[src/rtl/uctl_cc_pkg.sv]
// Shared types and constants for the four-client memory arbiter.
package uctl_cc_pkg;

  localparam int NUM_CL = 4;

  typedef enum logic {
    ST_IDLE  = 1'b0,
    ST_GRANT = 1'b1
  } arb_state_e;

  localparam logic [3:0] CS_NONE = 4'b0000;
  localparam logic [3:0] CS_CL0  = 4'b0001;
  localparam logic [3:0] CS_CL1  = 4'b0010;
  localparam logic [3:0] CS_CL2  = 4'b0100;
  localparam logic [3:0] CS_CL3  = 4'b1000;

  // Index of a one-hot client select; zero when the vector is not one-hot.
  function automatic logic [1:0] onehot_to_idx(input logic [3:0] oh);
    case (oh)
      CS_CL1:  onehot_to_idx = 2'd1;
      CS_CL2:  onehot_to_idx = 2'd2;
      CS_CL3:  onehot_to_idx = 2'd3;
      default: onehot_to_idx = 2'd0;
    endcase
  endfunction

endpackage

[src/rtl/uctl_cc_arb_if.sv]
// Client request / memory mux select bundle between the clients and uctl_cc_arb.
interface uctl_cc_arb_if;
  import uctl_cc_pkg::*;

  logic [NUM_CL-1:0] uctl_clReq;
  logic [NUM_CL-1:0] uctl_rdDVl;
  logic [NUM_CL-1:0] uctl_chipsel;
  logic              uctl_busy;
  logic              uctl_ackErr;

  modport master (
    output uctl_clReq, uctl_rdDVl,
    input  uctl_chipsel, uctl_busy, uctl_ackErr
  );

  modport slave (
    input  uctl_clReq, uctl_rdDVl,
    output uctl_chipsel, uctl_busy, uctl_ackErr
  );

endinterface

[src/rtl/uctl_cc_rr_pick.sv]
// Combinational rotate-priority picker: first requester after ptr wins.
module uctl_cc_rr_pick
  import uctl_cc_pkg::*;
(
  input  logic [3:0] req,
  input  logic [1:0] ptr,
  output logic [3:0] gnt,
  output logic       valid
);

  logic [1:0] idx;

  always_comb begin
    // NOTE: every combinational output gets a default first so no latch is inferred.
    gnt = CS_NONE;
    idx = '0;
    for (int i = 1; i <= 4; i++) begin
      idx = ptr + 2'(i);
      if (gnt == CS_NONE && req[idx]) gnt[idx] = 1'b1;
    end
  end

  assign valid = |req;

endmodule

[src/rtl/uctl_cc_arb.sv]
// Round-robin burst arbiter driving a one-hot memory mux select.
// Define UCTL_CC_ARB_PRIO0_EN to give client 0 priority at every arbitration point.
module uctl_cc_arb #(
  parameter int NUM_CL    = 4,
  parameter int MAX_BURST = 8
) (
  input  logic          uctl_clk,
  input  logic          uctl_core_rst,
  uctl_cc_arb_if.slave  bus
);
  import uctl_cc_pkg::*;

  localparam int            BW        = $clog2(MAX_BURST + 1);
  localparam logic [BW-1:0] BURST_MAX = BW'(MAX_BURST);

  arb_state_e        state_q;
  logic [NUM_CL-1:0] req_q;
  logic [NUM_CL-1:0] chipsel_q;
  logic [NUM_CL-1:0] cs_dly_q;
  logic [1:0]        rr_ptr_q;
  logic [BW-1:0]     burst_q;
  logic [BW-1:0]     burst_d;
  logic              ack_err_q;

  logic              holder_req;
  logic              at_limit;
  logic              release_pt;
  logic [3:0]        cand;
  logic [3:0]        rr_gnt;
  logic              rr_valid;
  logic [3:0]        win_gnt;

  assign burst_d    = burst_q + 1'b1;
  assign holder_req = |(req_q & chipsel_q);
  assign at_limit   = (state_q == ST_GRANT) && (burst_d == BURST_MAX);
  assign release_pt = (state_q == ST_GRANT) && (!holder_req || at_limit);

  // At the burst limit the holder is excluded so a waiting client always takes over.
  assign cand = req_q & ~(at_limit ? chipsel_q : CS_NONE);

  uctl_cc_rr_pick u_pick (
    .req   (cand),
    .ptr   (rr_ptr_q),
    .gnt   (rr_gnt),
    .valid (rr_valid)
  );

`ifdef UCTL_CC_ARB_PRIO0_EN
  assign win_gnt = cand[0] ? CS_CL0 : rr_gnt;
`else
  assign win_gnt = rr_gnt;
`endif

  always_ff @(posedge uctl_clk) begin
    // NOTE: reset is sampled on the clock edge, and all state uses non-blocking updates.
    if (uctl_core_rst) begin
      state_q   <= ST_IDLE;
      req_q     <= '0;
      chipsel_q <= CS_NONE;
      cs_dly_q  <= '0;
      rr_ptr_q  <= 2'd3;
      burst_q   <= '0;
      ack_err_q <= 1'b0;
    end else begin
      req_q    <= bus.uctl_clReq;
      cs_dly_q <= chipsel_q;
      if (bus.uctl_rdDVl != cs_dly_q) ack_err_q <= 1'b1;

      case (state_q)
        ST_IDLE: begin
          if (rr_valid) begin
            state_q   <= ST_GRANT;
            chipsel_q <= win_gnt;
            rr_ptr_q  <= onehot_to_idx(win_gnt);
            burst_q   <= '0;
          end
        end
        ST_GRANT: begin
          if (!release_pt) begin
            burst_q <= burst_d;
          end else if (rr_valid) begin
            chipsel_q <= win_gnt;
            rr_ptr_q  <= onehot_to_idx(win_gnt);
            burst_q   <= '0;
          end else if (!holder_req) begin
            state_q   <= ST_IDLE;
            chipsel_q <= CS_NONE;
            burst_q   <= '0;
          end else begin
            // Limit reached with nobody waiting: holder keeps the bus, fresh burst.
            burst_q <= '0;
          end
        end
      endcase
    end
  end

  assign bus.uctl_chipsel = chipsel_q;
  assign bus.uctl_busy    = |chipsel_q;
  assign bus.uctl_ackErr  = ack_err_q;

endmodule
[src/flat_wrapper.sv]
// flat-port wrapper written by rule: the top's interface ports become plain ports
module uctl_cc_arb_flat import uctl_cc_pkg::*;
#(
  parameter int NUM_CL    = 4,
  parameter int MAX_BURST = 8
)
  (uctl_clk, uctl_core_rst, bus_uctl_clReq, bus_uctl_rdDVl, bus_uctl_chipsel, bus_uctl_busy, bus_uctl_ackErr);
  uctl_cc_arb_if bus_i ();
  input  logic uctl_clk;
  input  logic uctl_core_rst;
  input wire logic [$bits(bus_i.uctl_clReq)-1:0] bus_uctl_clReq;
  input wire logic [$bits(bus_i.uctl_rdDVl)-1:0] bus_uctl_rdDVl;
  output wire logic [$bits(bus_i.uctl_chipsel)-1:0] bus_uctl_chipsel;
  output wire logic [$bits(bus_i.uctl_busy)-1:0] bus_uctl_busy;
  output wire logic [$bits(bus_i.uctl_ackErr)-1:0] bus_uctl_ackErr;
  assign bus_i.uctl_clReq = bus_uctl_clReq;
  assign bus_i.uctl_rdDVl = bus_uctl_rdDVl;
  assign bus_uctl_chipsel = bus_i.uctl_chipsel;
  assign bus_uctl_busy = bus_i.uctl_busy;
  assign bus_uctl_ackErr = bus_i.uctl_ackErr;
  uctl_cc_arb #(.NUM_CL(NUM_CL), .MAX_BURST(MAX_BURST)) u_core (.uctl_clk(uctl_clk), .uctl_core_rst(uctl_core_rst), .bus(bus_i));
endmodule
[config.mk]
export PLATFORM = sky130hd
export DESIGN_NAME = uctl_cc_arb_flat
export DESIGN_NICKNAME = d
export VERILOG_FILES = /design/src/rtl/uctl_cc_pkg.sv /design/src/rtl/uctl_cc_arb_if.sv /design/src/rtl/uctl_cc_rr_pick.sv /design/src/rtl/uctl_cc_arb.sv /design/src/flat_wrapper.sv
export SDC_FILE = /design/constraint.sdc
export NUM_CORES = 1
export LEC_CHECK = 0
export BUFFER_PORTS_ARGS = -buffer_cell sky130_fd_sc_hd__buf_2
export CELL_PAD_IN_SITES_DETAIL_PLACEMENT = 1
export CELL_PAD_IN_SITES_GLOBAL_PLACEMENT = 1
export CORE_ASPECT_RATIO = 1.1
export CORE_MARGIN = 2
export CORE_UTILIZATION = 45
export DETAILED_ROUTE_END_ITERATION = 8
export PLACE_DENSITY_LB_ADDON = 0.1
export REMOVE_ABC_BUFFERS = 1
export SETUP_SLACK_MARGIN = 0.02
export SLEW_MARGIN = 20
export SYNTH_ARGS = -nofsm -noshare
export SYNTH_HDL_FRONTEND = slang
export SYNTH_HIERARCHICAL = 1
export SYNTH_SLANG_ARGS = --single-unit
export TNS_END_PERCENT = 10
[constraint.sdc]
create_clock -name uctl_clk -period 4.4 [get_ports uctl_clk]
set_input_delay 0.44 -clock uctl_clk [delete_from_list [all_inputs] [get_ports uctl_clk]]
set_output_delay 0.44 -clock uctl_clk [all_outputs]
set_load 0.02 [all_outputs]
==> metrics list <==
* Result of the run: finished, final reports clean
- Clock Pin Slew Worst Setup and Hold Paths: 0.12 ns
- Maximum fanout along the worst path: 5
- Dividing total power by cell area gives a power density of 595 nW/um2.
- The tree is rooted in a sky130_fd_sc_hd__clkbuf_4.
* Fraction of final layout cells sized beyond drive strength 1: 0.229
- Via count of the routed design: 1093
* Crit path cell chain: ha_1 -> xnor2_1 -> nand3_2 -> nor2_1 -> a21boi_0 -> mux4_1 -> a21boi_4 -> a22oi_1 -> o21ai_2 -> o41ai_1 -> xor2_1 -> a21oi_1 -> mux2i_1
* Layout Area Growth over Synthesis: 10.9%
- Input/output buffers: 15
- Site Rows: 21
- Final number of max-transition violations: 0
- Ranked by instance count, the synthesized netlist is headed by sky130_fd_sc_hd__dfxtp_1 (20), sky130_fd_sc_hd__nor2_1 (12), sky130_fd_sc_hd__ha_1 (10), sky130_fd_sc_hd__nor2b_1 (8), sky130_fd_sc_hd__nand2_1 (7).
- On the critical path the largest part of the delay comes from compound AO/OA/AOI/OAI gates.
* Slowest CP cell: sky130_fd_sc_hd__o41ai_1
* Total routing resource utilization after global routing: 0.197
- The worst setup path is captured at a flop.
- The cell count after synthesis came out at 141.
- Clk buf depth: 2
- I/O pin total: 16
* Most instantiated library cell after synthesis: sky130_fd_sc_hd__dfxtp_1
- Post-CTS Hold Fix Bufs: 0
- Of all flip-flops after synthesis, the portion carrying an async set or reset was 0.
* Minimum hold slack: 0.324 ns
- Proportion of power drawn by the clock network: 0.169
* Number of buffers added by the clock tree synthesis step: 3
- Total length of routed wires: 3160 um
- Die Outline Area: 3560 um2
- The die is 62.4 um tall.
* 1st-iter DRT viols: 47
- The initial utilization of the core area, before any placement, comes to 0.466.
- The synthesized design contains 0 enable-type register cells.
- DR DRC count: 0
* Clock sink count: 20
- The share of total power dissipated in sequential elements is 0.283.
- Post-DRT Antenna Nets: 0
- Yosys synthesis warning count: 6
- Sequential element share of the synthesized area: 0.287
- Together, buffers and inverters on the worst path number 0.
* Net switching share of the total power: 0.430
* Number of nets in the final layout: 178
* Period Utilization, post-route: 0.819
- Count of H-tree levels built during CTS: 1
- Chip Width: 57.1 um
- The routed design could run at a clock period as short as 3.61 ns.
- Slowest Stage Delay on Critical Path: 0.63 ns
- After detailed routing, the average wire length per cell comes to 16.5 um.
- Data required time at the worst endpoint: 4.62 ns
- The worst setup path is of the flop to flop kind.
- Top_reg_cell synth: sky130_fd_sc_hd__dfxtp_1
- Number of diodes: 0
- After filler insertion, the fill cell instance count of the layout stands at 362.
* Length of the first detailed-routing pass in iterations: 4
* Max-cap violation count: 0
- Setup repair after global routing left no endpoint under its margin.
- Internal: 524 uW
- Combinational share of power: 0.547
- Post-synth cell types: 45
* Area fraction of the dominant cell type after synthesis: 0.287
- The worst-case IR drop observed on VDD is 445 uV.
- The congestion estimate from routability-driven global placement came to 0.844.
* Switching power summed over all nets: 396 uW
* Slew of the pin with the lowest slew margin: 0.625 ns
- In this run the tightest slew margin relative to its limit is 0.578.
- The analysis attributes to cell leakage a power of 0.654 nW.
- Via-to-Cell Ratio: 5.72
- Maximum clock frequency: 277 MHz
- sky130_fd_sc_hd__dfxtp_1 takes more of the synthesized area than any other cell.
- Number of gates resized after CTS: 0
- The initial antenna violation count was 0.
- Entering global routing, the biggest net connects 20 pins.
- Seq cells post-synth: 20
- By area the synthesized netlist is led by sky130_fd_sc_hd__dfxtp_1 (29%), sky130_fd_sc_hd__ha_1 (9.0%), sky130_fd_sc_hd__mux4_1 (3.8%).
- Clock latency at the later pin of the worst-skew pair: 0.31 ns
- The via count of the first global-routing pass is 1179.
* Final number of setup-violating endpoints: 0
- CTS tree: done
* Worst clock skew on the final layout: 0.00303 ns
- Dividing the synthesized area by the synthesized cell count gives 9.89 um2.
* GR Overflow Total: 0
- The first global-routing pass estimated 5600 um of wire.
- The count of endpoints failing hold in the final timing report is 0.
- Post-CTS timing repair inserted 0 buffers for setup.
- For the final routed database, the setup TNS stands at 0 ns.
- Standard cell core area: 3000 um2
- Worst hold path class: primary input to flop
* Worst Setup Start Kind: flop
- The HPWL after detailed placement is 2440 um.
- For the worst setup path, the data arrival time is 3.83 ns.
- The synthesized netlist occupies a cell area of 1400 um2.
## power groups by stage
stage,Sequential (mW),Clock (mW),Combinational [mW]
6_report,0.261,0.156,0.504
3_5_place_dp,0.265,0,0.497
2_1_floorplan,0.265,0,0.376
3_3_place_gp,0.263,0,0.479
5_1_grt,0.268,0.167,0.554
4_1_cts,0.262,0.162,0.499
## cell type report
type                    instances  area [um2]  share of cell area
multi-input cells             113         957               0.619
flip-flops and latches         20         400               0.259
repair buffers                 15        75.1              0.0485
well taps                      34        42.5              0.0275
clock inverters                 1        30.0              0.0194
clock buffers                   3        22.5              0.0146
inverters                       5        18.8              0.0121
## cell families after synthesis
group           after synthesis  synth area share
buf+inv                       8            0.0269
mux                          11             0.126
xor+xnor                      8            0.0556
fa+ha+maj                    10            0.0897
simple gates                 50             0.202
flops                        20             0.287
compound gates               34             0.213
## worst paths after layout
| kind | depth (start not counted) | endpoint | slack (ns) | from |
|---|---|---|---|---|
| max | 13 | u_core/rr_ptr_q[1] | 0.79 | u_core/burst_q[0] |
| min | 2 | u_core/req_q[1] | 0.32 | bus_uctl_clReq[1] |
| max reg2reg | 13 | u_core/rr_ptr_q[1] | 0.79 | u_core/burst_q[0] |
| min reg2reg | 1 | u_core/cs_dly_q[1] | 0.54 | u_core/bus.uctl_chipsel[1] |
## per-stage QoR
stage / total power [mW] / util / cells / area (um2) / worst slack [ns]
2_1_floorplan: 0.641 / - / 138 / 1380 / 1.29
4_1_cts: 0.922 / 0.516 / 191 / 1550 / 0.772
3_3_place_gp: 0.741 / 0.499 / 187 / 1490 / 0.945
6_report: 0.920 / 0.516 / 191 / 1550 / 0.794
3_5_place_dp: 0.761 / 0.499 / 187 / 1490 / 0.804
5_1_grt: 0.989 / 0.516 / 191 / 1550 / 0.443
## cell usage in the layout (no fill, tap or decap), drive strengths merged, types with 5 or more instances in the layout
| master | instances |
|---|---|
| a21oi | 5 |
| and2 | 5 |
| o21ai | 5 |
| a21boi | 7 |
| buf | 15 |
| nor2b | 8 |
| ha | 10 |
| nor2 | 12 |
| dfxtp | 20 |
| nand2 | 8 |
| nand3 | 7 |
| a22oi | 5 |
| inv | 5 |
## flip-flops by register name, indices dropped and copies added, names as in the netlist
signal and cells:
u_core/burst_q 4, u_core/cs_dly_q 4, u_core/req_q 4, u_core/bus.uctl_ackErr 1, u_core/rr_ptr_q 2, u_core/bus.uctl_chipsel 4, u_core/state_q 1
## layer usage
| layer | share of wire | vias to the layer above | routed length, um | global-route usage |
|---|---|---|---|---|
| met3 | 0.018 | 4 | 57 | 0.0248 |
| li1 | - | 546 | - | - |
| met2 | 0.52 | 11 | 1650 | 0.349 |
| met4 | 0.0095 | 0 | 30 | 0.0523 |
| met1 | 0.45 | 532 | 1420 | 0.249 |
| met5 | 0 | - | 0 | 0 |
(Power assumes the default switching activity.)
